## src/rtl/usr_pkg.sv

```systemverilog
// Shared constants for the universal shift register: idle-mode opcodes and
// burst FSM state encodings.
package usr_pkg;

  typedef logic [2:0] mode_t;

  localparam mode_t MODE_HOLD = 3'b000;
  localparam mode_t MODE_LOAD = 3'b001;
  localparam mode_t MODE_SHL  = 3'b010;
  localparam mode_t MODE_SHR  = 3'b011;
  localparam mode_t MODE_ROL  = 3'b100;
  localparam mode_t MODE_ROR  = 3'b101;
  localparam mode_t MODE_CLR  = 3'b110;
  localparam mode_t MODE_RSVD = 3'b111;

  localparam logic [0:0] ST_IDLE  = 1'b0;
  localparam logic [0:0] ST_SHIFT = 1'b1;

endpackage

```

## src/rtl/univ_shift_reg_if.sv

```systemverilog
// Control/data bundle of the universal shift register; the register side
// uses the slave modport, the driver side the master modport.
interface univ_shift_reg_if #(
  parameter int W  = 8,
  parameter int LW = $clog2(W) + 1
);
  import usr_pkg::*;

  logic [W-1:0]  I;
  mode_t         Mode;
  logic          SinL;
  logic          SinR;
  logic          Start;
  logic          Dir;
  logic [LW-1:0] Len;
  logic [W-1:0]  Q;
  logic          SoutL;
  logic          SoutR;
  logic          Busy;
  logic          Done;

  modport master (
    output I, Mode, SinL, SinR, Start, Dir, Len,
    input  Q, SoutL, SoutR, Busy, Done
  );

  modport slave (
    input  I, Mode, SinL, SinR, Start, Dir, Len,
    output Q, SoutL, SoutR, Busy, Done
  );

endinterface

```

## src/rtl/burst_cnt.sv

```systemverilog
// Burst down-counter: loads a shift count, decrements once per burst shift
// and flags when it has reached zero.
module burst_cnt #(
  parameter int LW = 4
) (
  input  logic          Clk,
  input  logic          Rst,
  input  logic          load,
  input  logic          dec,
  input  logic [LW-1:0] load_val,
  output logic [LW-1:0] cnt,
  output logic          zero
);

  logic [LW-1:0] cnt_q;
  logic [LW-1:0] cnt_d;

  always_comb begin
    cnt_d = cnt_q;
    if (load) begin
      cnt_d = load_val;
    end else if (dec && (cnt_q != '0)) begin
      cnt_d = cnt_q - LW'(1);
    end
  end

  always_ff @(posedge Clk) begin
    if (Rst) begin
      cnt_q <= '0;
    end else begin
      cnt_q <= cnt_d;
    end
  end

  assign cnt  = cnt_q;
  assign zero = (cnt_q == '0);

endmodule

```

## src/rtl/univ_shift_reg.sv

```systemverilog
// Universal shift register with idle-mode operations and a counted burst
// shift engine (IDLE/SHIFT FSM, Busy while shifting, one-cycle Done pulse).
module univ_shift_reg
  import usr_pkg::*;
#(
  parameter int W  = 8,
  parameter int LW = $clog2(W) + 1
) (
  input  logic            Clk,
  input  logic            Rst,
  univ_shift_reg_if.slave bus
);

  logic [0:0]    state_q, state_d;
  logic [W-1:0]  q_q, q_d;
  logic          dir_q, dir_d;
  logic          done_q, done_d;

  logic          cnt_load;
  logic          cnt_dec;
  logic [LW-1:0] cnt_val;
  logic          cnt_zero;
  logic          cnt_last;

  logic [W-1:0]  shl_val;
  logic [W-1:0]  shr_val;

  burst_cnt #(.LW(LW)) u_burst_cnt (
    .Clk      (Clk),
    .Rst      (Rst),
    .load     (cnt_load),
    .dec      (cnt_dec),
    .load_val (bus.Len),
    .cnt      (cnt_val),
    .zero     (cnt_zero)
  );

  assign shl_val  = {q_q[W-2:0], bus.SinR};
  assign shr_val  = {bus.SinL, q_q[W-1:1]};
  assign cnt_last = (cnt_val == LW'(1));

  always_comb begin
    state_d  = state_q;
    q_d      = q_q;
    dir_d    = dir_q;
    done_d   = 1'b0;
    cnt_load = 1'b0;
    cnt_dec  = 1'b0;

    case (state_q)
      ST_IDLE: begin
        if (bus.Start) begin
          // A zero-length burst completes immediately without entering SHIFT.
          cnt_load = 1'b1;
          dir_d    = bus.Dir;
          if (bus.Len == '0) begin
            done_d = 1'b1;
          end else begin
            state_d = ST_SHIFT;
          end
        end else begin
          case (bus.Mode)
            MODE_HOLD: q_d = q_q;
            MODE_LOAD: q_d = bus.I;
            MODE_SHL:  q_d = shl_val;
            MODE_SHR:  q_d = shr_val;
            MODE_ROL:  q_d = {q_q[W-2:0], q_q[W-1]};
            MODE_ROR:  q_d = {q_q[0], q_q[W-1:1]};
            MODE_CLR:  q_d = '0;
            MODE_RSVD: q_d = q_q;
            default:   q_d = q_q;
          endcase
        end
      end

      ST_SHIFT: begin
        if (!cnt_zero) begin
          q_d     = dir_q ? shr_val : shl_val;
          cnt_dec = 1'b1;
        end
        // Leave on the final shift so Done lands in the cycle after it.
        if (cnt_zero || cnt_last) begin
          state_d = ST_IDLE;
          done_d  = 1'b1;
        end
      end

      default: begin
        state_d = ST_IDLE;
      end
    endcase
  end

  always_ff @(posedge Clk) begin
    if (Rst) begin
      state_q <= ST_IDLE;
      q_q     <= '0;
      dir_q   <= 1'b0;
      done_q  <= 1'b0;
    end else begin
      state_q <= state_d;
      q_q     <= q_d;
      dir_q   <= dir_d;
      done_q  <= done_d;
    end
  end

  assign bus.Q     = q_q;
  assign bus.SoutL = q_q[W-1];
  assign bus.SoutR = q_q[0];
  assign bus.Busy  = (state_q == ST_SHIFT);
  assign bus.Done  = done_q;

endmodule

```

## src/flat_wrapper.sv

```systemverilog
// flat-port wrapper written by rule: the top's interface ports become plain ports
module univ_shift_reg_flat import usr_pkg::*;
#(
  parameter int W  = 8,
  parameter int LW = $clog2(W) + 1
)
  (Clk, Rst, bus_I, bus_Mode, bus_SinL, bus_SinR, bus_Start, bus_Dir, bus_Len, bus_Q, bus_SoutL, bus_SoutR, bus_Busy, bus_Done);
  univ_shift_reg_if #(.W(W), .LW(LW)) bus_i ();
  input  logic Clk;
  input  logic Rst;
  input wire logic [$bits(bus_i.I)-1:0] bus_I;
  input wire logic [$bits(bus_i.Mode)-1:0] bus_Mode;
  input wire logic [$bits(bus_i.SinL)-1:0] bus_SinL;
  input wire logic [$bits(bus_i.SinR)-1:0] bus_SinR;
  input wire logic [$bits(bus_i.Start)-1:0] bus_Start;
  input wire logic [$bits(bus_i.Dir)-1:0] bus_Dir;
  input wire logic [$bits(bus_i.Len)-1:0] bus_Len;
  output wire logic [$bits(bus_i.Q)-1:0] bus_Q;
  output wire logic [$bits(bus_i.SoutL)-1:0] bus_SoutL;
  output wire logic [$bits(bus_i.SoutR)-1:0] bus_SoutR;
  output wire logic [$bits(bus_i.Busy)-1:0] bus_Busy;
  output wire logic [$bits(bus_i.Done)-1:0] bus_Done;
  assign bus_i.I = bus_I;
  assign bus_i.Mode = bus_Mode;
  assign bus_i.SinL = bus_SinL;
  assign bus_i.SinR = bus_SinR;
  assign bus_i.Start = bus_Start;
  assign bus_i.Dir = bus_Dir;
  assign bus_i.Len = bus_Len;
  assign bus_Q = bus_i.Q;
  assign bus_SoutL = bus_i.SoutL;
  assign bus_SoutR = bus_i.SoutR;
  assign bus_Busy = bus_i.Busy;
  assign bus_Done = bus_i.Done;
  univ_shift_reg #(.W(W), .LW(LW)) u_core (.Clk(Clk), .Rst(Rst), .bus(bus_i));
endmodule
```

## config.mk

```make
export PLATFORM = sky130hd
export DESIGN_NAME = univ_shift_reg_flat
export DESIGN_NICKNAME = d
export VERILOG_FILES = /design/src/rtl/usr_pkg.sv /design/src/rtl/univ_shift_reg_if.sv /design/src/rtl/burst_cnt.sv /design/src/rtl/univ_shift_reg.sv /design/src/flat_wrapper.sv
export SDC_FILE = /design/constraint.sdc
export NUM_CORES = 1
export LEC_CHECK = 0
export CAP_MARGIN = 20
export CELL_PAD_IN_SITES_DETAIL_PLACEMENT = 0
export CELL_PAD_IN_SITES_GLOBAL_PLACEMENT = 2
export CORE_MARGIN = 2
export CORE_UTILIZATION = 28
export DETAILED_ROUTE_END_ITERATION = 10
export PLACE_DENSITY_LB_ADDON = 0.25
export SYNTH_ARGS = -nofsm -noshare
export SYNTH_HDL_FRONTEND = slang
export SYNTH_HIERARCHICAL = 1
export SYNTH_SLANG_ARGS = --single-unit
```

## constraint.sdc

```tcl
create_clock -name Clk -period 4.03 [get_ports Clk]
set_clock_uncertainty 0.05 [all_clocks]
set_input_delay 1.0075 -clock Clk [delete_from_list [all_inputs] [get_ports Clk]]
set_output_delay 1.0075 -clock Clk [all_outputs]
set_load 0.02 [all_outputs]
```

# Word-level counts from Yosys, hierarchy flattened
# Index checks and enable logic that the tools add are counted.
[word_totals]
ff_bits = 15
latchBits = 0
ramBits = 0
mem_bits_ro = 0
inputBits = 21
output_inout_bits = 12
wordCells = 47
mem_count = 0
[classes]
addsub = 1
multipliers = 0
div = 0
n_lt_le_gt_ge = 0
n_eq_ne = 11
shift = 0
mux = 19
n_bitwise = 1
reduce_logical = 10
[ops]
columns = ["op", "n"]
rows = [
  ["one-hot mux 8 bit (6 select lines)", 1],
  ["two-way mux 8 bit", 3],
  ["one-hot mux 8 bit (2 select lines)", 1],
  ["== test 3 bit, second input constant", 4],
  ["two-way mux 1 bit", 10],
  ["logical NOT 4 bit", 2],
  ["two-way mux 4 bit", 2],
  ["== test 3 x 2 -> 1 bit, second input constant", 2],
  ["!= test 2 bit, second input constant", 3],
  ["== test 4 x 1 -> 1 bit, second input constant", 1],
  ["one-hot mux 1 bit (2 select lines)", 2],
  ["nonzero test 4 bit", 1],
  ["subtractor 4 x 1 -> 4 bit, second input constant", 1],
  ["== test 3 x 1 -> 1 bit, second input constant", 1],
  ["logical NOT 3 bit", 1],
  ["AND reduction 3 bit", 1],
  ["AND reduction 2 bit", 1],
  ["nonzero test 2 bit", 1],
  ["OR reduction 2 bit", 1],
  ["logical AND 1 bit", 1],
  ["logical OR 1 bit", 1],
  ["inverter 1 bit", 1],
]

# Longest topological paths before layout
# Gate-level depths: netlist of run 1.
[depth]
ltp_word = 6
ltp_mapped = 9
depth_no_buf = 8

# Modules after synthesis
# Netlist of run 1, hierarchy kept.
[by_module_without_submodules]
columns = ["mod", "instances", "cells_per_inst", "area_each_um2", "seq_area_each_um2"]
rows = [
  ["univ_shift_reg", 1, 112, 855.8, 220.2],
  ["burst_cnt", 1, 29, 262.8, 80.1],
]

# Least setup slack after synthesis of run 1
# No wires, ideal clock.
[synth_path]
path_kind = "input to register"
start = "input port bus_Mode[1]"
end = "register u_core.q_q[7] (netlist: u_core/bus.Q[7])"
setup_time_ns = 0.088
arrival_ns = 2.215
t_required_ns = 3.892
path_slack_ns = 1.677
path_stages = 6
n_path_buf = 2
path_cell_list = "buf_6 -> or2_0 -> buf_2 -> a211o_1 -> a211o_1 -> a311oi_2"
[synth_via]
elab_chain_cells = 4
word_cells_on_any_way = 14
cone_classes = "eq/ne (8); mux (3); reduce/logical (3)"
[synth_lines]
columns = ["element", "line", "source"]
rows = [
  ["start: declaration", "flat_wrapper.sv:12", "input wire logic [$bits(bus_i.Mode)-1:0] bus_Mode;"],
  ["== test 3 bit (tied with other cells)", "univ_shift_reg.sv:62", "case (bus.Mode)"],
  ["one-hot mux 8 bit (6 select lines) or OR reduction 2 bit (tied branches)", "-", ""],
  ["two-way mux 8 bit or != test 2 bit (tied branches)", "-", ""],
  ["one-hot mux 8 bit (2 select lines) or AND reduction 3 bit (tied branches)", "-", ""],
  ["end signal: assignment", "univ_shift_reg.sv:102", "q_q <= q_d;"],
  ["end: declaration", "univ_shift_reg.sv:15", "logic [W-1:0] q_q, q_d;"],
]
# Parallel ways exist; a longest one is shown, timed or not. The select of a mux whose other input is x is not followed.
# A chain may end at the register's enable or synchronous reset.

# Worst setup path after layout of run 1
[layout_path]
start = "input port bus_Mode[1]"
end = "register u_core.q_q[6] (netlist: u_core/bus.Q[6])"
# Same word-level chain as after synthesis.

==> results_dict.tcl, run 1 <==
set metrics [dict create \
    hold_viol_final 0 \
    core_um2 3740 \
    cp-start-kind "input port" \
    path_delay_family "compound AO/OA/AOI/OAI gates" \
    drc_errors 0 \
    die_height_um 67.2 \
    port_buffers 32 \
    layout_common_cells "clkdlybuf4s50_1 (32), nand2_1 (19), nor2_1 (16), dfxtp_1 (15), a21oi_1 (10)" \
    ys_ff_latch 15 \
    row_count 22 \
    cts_resized 0 \
    grtUsageTotal_pct 15.9 \
    power.internal_mw 0.332 \
    synth_compound_area_share_pct 32.7 \
    status "completed" \
    finalNonFillerCells 214 \
    yosysUniqueCellTypes 37 \
    seq_area_um2 300 \
    grt_pass1_wl_um 5510 \
    cp_data_required_time_ns 4.12 \
    p_leak_nw 0.511 \
    antenna_left 0 \
    syn_area_um2 1120 \
    slew_violations 0 \
    h-tree-depth 1 \
    clk_pin_slew_worst_paths_ns 0.07 \
    yosysWarnings 6 \
    post-cts-setup-buffers 0 \
    critPathArrivalTime_ns 3.11 \
    grt.overflow.total 0 \
    synth-edff-count 0 \
    tns_ns 0 \
    relSlewSlack_pct 47.2 \
    antenna_found_initial 0 \
    cap_violations 0 \
    path_cells "clkdlybuf4s50_1, or2_0, a21oi_1, a311o_1, a311oi_1" \
    grt_setup_unrepaired "no" \
    pwr_density_cell_nw_per_um2 347 \
    syn2layout_area_growth_pct 32.9 \
    clkSinkCount 15 \
    clockRootBuffer "clkbuf_8" \
    cp.buffers_inverters 1 \
    grt_pass1_vias 1121 \
    synth_top_flop_cell "dfxtp_1" \
    drt_iter0_drc 94 \
    multi_input_area_um2 726 \
    cts_buffers 3 \
    p_sw_share_pct 35.6 \
    globalplace.congestion 0.697 \
    n_antenna_cell 0 \
    clkLatencyLatePin_ns 0.25 \
    dp_hpwl_um 2270 \
    power_frac_seq_pct 37.3 \
    slowest_stage "or2_0" \
    tightest_slew_ns 0.792 \
    drtPass1Iterations 4 \
    syn_inst 141 \
    syn_nets 163 \
    synth_fa_ha_area_share_pct 1.12 \
    post-route-period-util_pct 74.9 \
    fmax_mhz 331 \
    synth_top_family_by_area "compound AO/OA/AOI/OAI gates" \
    synth_xor_xnor_area_share_pct 0 \
    synth-async-reset-ratio_pct 0 \
    max-clock-path-buffers 2 \
    ys_seq_area_share_pct 26.8 \
    fin_nets 189 \
    nFillCells 398 \
    synth_simple_gate_area_share_pct 22.3 \
    initial_core_util_pct 29.9 \
    wl_per_cell_um 15.5 \
    cts_tree "built" \
    critPathMaxFanout 15 \
    p_sw_mw 0.184 \
    critPathKind "in -> reg" \
    mostFrequentLayoutCell "clkdlybuf4s50_1" \
    synth_area_per_cell_um2 7.93 \
    dp.cells 210 \
    pwr-share-comb_pct 37.6 \
    io_pins 33 \
    wl_um 3330 \
    postCtsHoldBufs 0 \
    cp-end-kind "register" \
    synthMuxAreaShare_pct 8.84 \
    via_per_inst 5.46 \
    fin_crit_ns 3.02 \
    drive_above_1_share_pct 10.8 \
    hold_class "reg -> reg" \
    critPathMaxStageDelay_ns 0.66 \
    die_w_um 67.2 \
    pwr-share-clk_pct 25.1 \
    vias 1169 \
    max-vdd-ir-drop_uv 117 \
    dieArea_um2 4520 \
    grt_max_degree 22 \
    setup_viol 0 \
]
## power groups by stage
stage / logic, mW / clock network (mW) / registers, mW
2_1_floorplan: 0.113 / 0 / 0.203
3_3_place_gp: 0.192 / 0 / 0.196
3_5_place_dp: 0.193 / 0 / 0.196
4_1_cts: 0.194 / 0.135 / 0.193
5_1_grt: 0.213 / 0.143 / 0.196
6_report: 0.194 / 0.130 / 0.192
## registers in the layout, summed over array words and instances (netlist names)
| name | count |
|---|---|
| u_core/bus.Q | 8 |
| u_core/u_burst_cnt/cnt | 4 |
| u_core/bus.Busy | 1 |
| u_core/bus.Done | 1 |
| u_core/dir_q | 1 |
## kinds of logic after synthesis
| logic type | after synthesis |
|---|---|
| AO/OA/AOI/OAI | 46 |
| adder cells (fa/ha/maj) | 1 |
| buffers and inverters | 19 |
| flip-flops | 15 |
| multiplexers | 9 |
| AND/OR/NAND/NOR | 51 |
## path summary, 6_finish.rpt
check / startpoint / to / slack (ns) / cells past startpoint
max reg2reg: u_core/u_burst_cnt/cnt[1]$_SDFFE_PP0P_ / u_core/bus.Q[6]$_SDFFE_PP0P_ / 1.43 / 8
min reg2reg: u_core/u_burst_cnt/cnt[2]$_SDFFE_PP0P_ / u_core/u_burst_cnt/cnt[2]$_SDFFE_PP0P_ / 0.51 / 2
min: u_core/u_burst_cnt/cnt[2]$_SDFFE_PP0P_ / u_core/u_burst_cnt/cnt[2]$_SDFFE_PP0P_ / 0.51 / 2
max: bus_Mode[1] / u_core/bus.Q[6]$_SDFFE_PP0P_ / 1.01 / 5
## cell usage after synthesis (2+ instances only)
cell type  number  area, um^2
nand2_1        19        71.3
dfxtp_1        15         300
a21oi_1        10        50.1
clkbuf_1        5        18.8
o21ai_0         8        40.0
nand3_1         2        10.0
inv_1           7        26.3
mux2_2          7        78.8
buf_2           2        10.0
nor2b_1         2        12.5
a311o_1         8        80.1
nor2_1         16        60.1
buf_4           3        22.5
a21o_1          3        22.5
a211o_1         2        17.5
nand2b_1        2        12.5
a311oi_1        9        78.8
mux2i_1         2        20.0
## routing by layer
layer	part of all wire, %	global-route usage (%)
met1	49	22.7
met2	44	24.8
met3	6.3	2.17
met4	0.60	4.59
met5	0	0
## tightest hold or removal path, cell delays in order (launching register included)
cell and delay [ns]:
dfxtp_1 0.35, nand2_1 0.08, a311oi_1 0.08
## area by class of cell
cell class                 count  area share, %
timing repair buffer          33           22.1
tap                           48           4.04
clock inverter                 1          0.337
multi-input combinational    107           48.8
clock buffer                   3           2.78
sequential                    15           20.2
inverter                       7           1.77
## stage by stage
stage | total power, mW | hold slack (ns) | util (%) | worst slack (ns) | instance area, um^2
5_1_grt | 0.553 | 0.528 | 39.7 | 0.791 | 1490
2_1_floorplan | 0.315 | 0.446 | - | 1.68 | 1120
3_5_place_dp | 0.389 | 0.488 | 38.5 | 0.865 | 1440
3_3_place_gp | 0.388 | 0.479 | 38.5 | 0.897 | 1440
4_1_cts | 0.521 | 0.497 | 39.7 | 1.10 | 1490
6_report | 0.516 | 0.507 | 39.7 | 1.01 | 1490
No activity file was read; power rests on OpenSTA's default activity.
==> inputs of run 2 (changes only) <==
- CORE_UTILIZATION: 28 -> 26
- clock period: 4.03 -> 2.9 ns (I/O delays scaled with it)
==> results_dict.tcl, run 2 (same netlist as run 1, synthesis figures left out) <==
set metrics [dict create \
    antenna_found_initial 0 \
    via_per_inst 5.45 \
    multi_input_area_um2 726 \
    fin_hold_ws_ns 0.500 \
    status "completed" \
    grt_pass1_wl_um 5840 \
    grt_use_met3_pct 4.07 \
    p_sw_mw 0.258 \
    clk_pin_slew_worst_paths_ns 0.07 \
    final_area_um2 1550 \
    wl_um 3440 \
    hold_class "reg -> reg" \
    power.internal_mw 0.470 \
    grt_setup_unrepaired "no" \
    tightest_slew_ns 0.549 \
    n_antenna_cell 0 \
    max-vdd-ir-drop_uv 244 \
    mostFrequentLayoutCell "clkdlybuf4s50_1" \
    dieArea_um2 4840 \
    power_frac_seq_pct 36.9 \
    die_height_um 69.6 \
    syn2layout_area_growth_pct 38.5 \
    antenna_left 0 \
    seq_area_um2 300 \
    post-cts-setup-buffers 0 \
    largest_reg_flops 8 \
    cts_tree "built" \
    layout_common_cells "clkdlybuf4s50_1 (32), nand2_1 (19), nor2_1 (16), dfxtp_1 (15), a21oi_1 (10)" \
    grtUsageTotal_pct 14.7 \
    vias 1220 \
    drc_errors 0 \
    dp_hpwl_um 2460 \
    pwr-share-comb_pct 38.5 \
    pwr-share-clk_pct 24.6 \
    relSlewSlack_pct 62.9 \
    cts_resized 0 \
    path_cells "clkdlybuf4s50_1, or2_0, buf_4, a21oi_1, a311o_1, a311oi_1" \
    cp-start-kind "input port" \
    initial_core_util_pct 27.6 \
    tns_ns 0 \
    fin_crit_ns 2.32 \
    cts_buffers 3 \
    setup_viol 0 \
    io_pins 33 \
    drive_above_1_share_pct 14.9 \
    fin_nets 197 \
    grt.overflow.total 0 \
    globalRouteMet1Util_pct 18.3 \
    clkLatencyLatePin_ns 0.25 \
    hold_viol_final 0 \
    fmax_mhz 430 \
    pwr_density_cell_nw_per_um2 470 \
    busiest_layer "met2" \
    port_buffers 32 \
    p_sw_share_pct 35.4 \
    critPathMaxStageDelay_ns 0.63 \
    clkSinkCount 15 \
    grt_max_degree 21 \
    globalplace.congestion 0.818 \
    critPathMaxFanout 9 \
    cp_data_required_time_ns 3.00 \
    critPathArrivalTime_ns 2.43 \
    core_um2 4060 \
    postCtsHoldBufs 0 \
    drtPass1Iterations 4 \
    drt_iter0_drc 51 \
    wl_per_cell_um 15.3 \
    grt_use_met2_pct 25.2 \
    critPathKind "in -> reg" \
    p_leak_nw 0.549 \
    h-tree-depth 1 \
    post-route-period-util_pct 80.2 \
    nFillCells 420 \
    slowest_stage "clkdlybuf4s50_1" \
    die_w_um 69.6 \
    grt_pass1_vias 1201 \
    cap_violations 0 \
    cp-end-kind "register" \
    clockRootBuffer "clkbuf_8" \
    row_count 23 \
    max-clock-path-buffers 2 \
    dpl-instance-area_um2 1500 \
    slew_violations 0 \
]
run 2: cell count changes in the layout (fill, tap and decap cells not counted), sizes merged:
cell | before | now
buf | 1 | 9
run 2: metrics by stage:
| step | cells | total power, mW | util [%] | setup WS [ns] |
|---|---|---|---|---|
| final | 224 | 0.728 | 38.2 | 0.575 |
| after global routing | 224 | 0.773 | 38.2 | 0.491 |
| after global placement | 220 | 0.552 | 37.0 | 0.359 |
| after CTS | 224 | 0.735 | 38.2 | 0.587 |
| after detailed placement | 220 | 0.553 | 37.0 | 0.353 |
| after floorplan | 141 | 0.438 | - | 0.702 |
run 2: power groups by stage:
stage	sequential, mW	clock, mW	combinational, mW
floorplan	0.282	0	0.157
global placement	0.274	0	0.278
detailed placement	0.274	0	0.279
CTS	0.270	0.185	0.280
global route	0.274	0.196	0.303
finish	0.268	0.179	0.280
run 2: final timing paths:
| path | from | end | slack, ns | depth (start not counted) |
|---|---|---|---|---|
| worst min register to register | u_core/u_burst_cnt/cnt[2]$_SDFFE_PP0P_ | u_core/u_burst_cnt/cnt[2]$_SDFFE_PP0P_ | 0.50 | 2 |
| worst min-delay path | u_core/u_burst_cnt/cnt[2]$_SDFFE_PP0P_ | u_core/u_burst_cnt/cnt[2]$_SDFFE_PP0P_ | 0.50 | 2 |
| worst max-delay path | bus_Mode[1] | u_core/bus.Q[6]$_SDFFE_PP0P_ | 0.58 | 6 |
| worst max register to register | u_core/u_burst_cnt/cnt[1]$_SDFFE_PP0P_ | u_core/bus.Q[4]$_SDFFE_PP0P_ | 0.73 | 8 |
run 2: critical path: cells and delay by family:
kind	cells	cell delay (ns)
compound gates	3	0.64
simple gates	1	0.23
buf+inv	2	0.83
run 2: final cells by class:
class                   count  area share (%)
well taps                  50            4.04
multi-input cells         107            46.8
clock buffers               3            2.67
repair buffers             41            25.0
inverters                   7            1.70
flip-flops and latches     15            19.4
clock inverters             1           0.323
run 2: metal layers:
metal  up-vias  routed length (um)  share of wire (%)
met4         0                  34               0.99
met5         -                   0                  0
met1       577                1620                 47
li1        595                   -                  -
met2        44                1640                 48
met3         4                 146                4.2
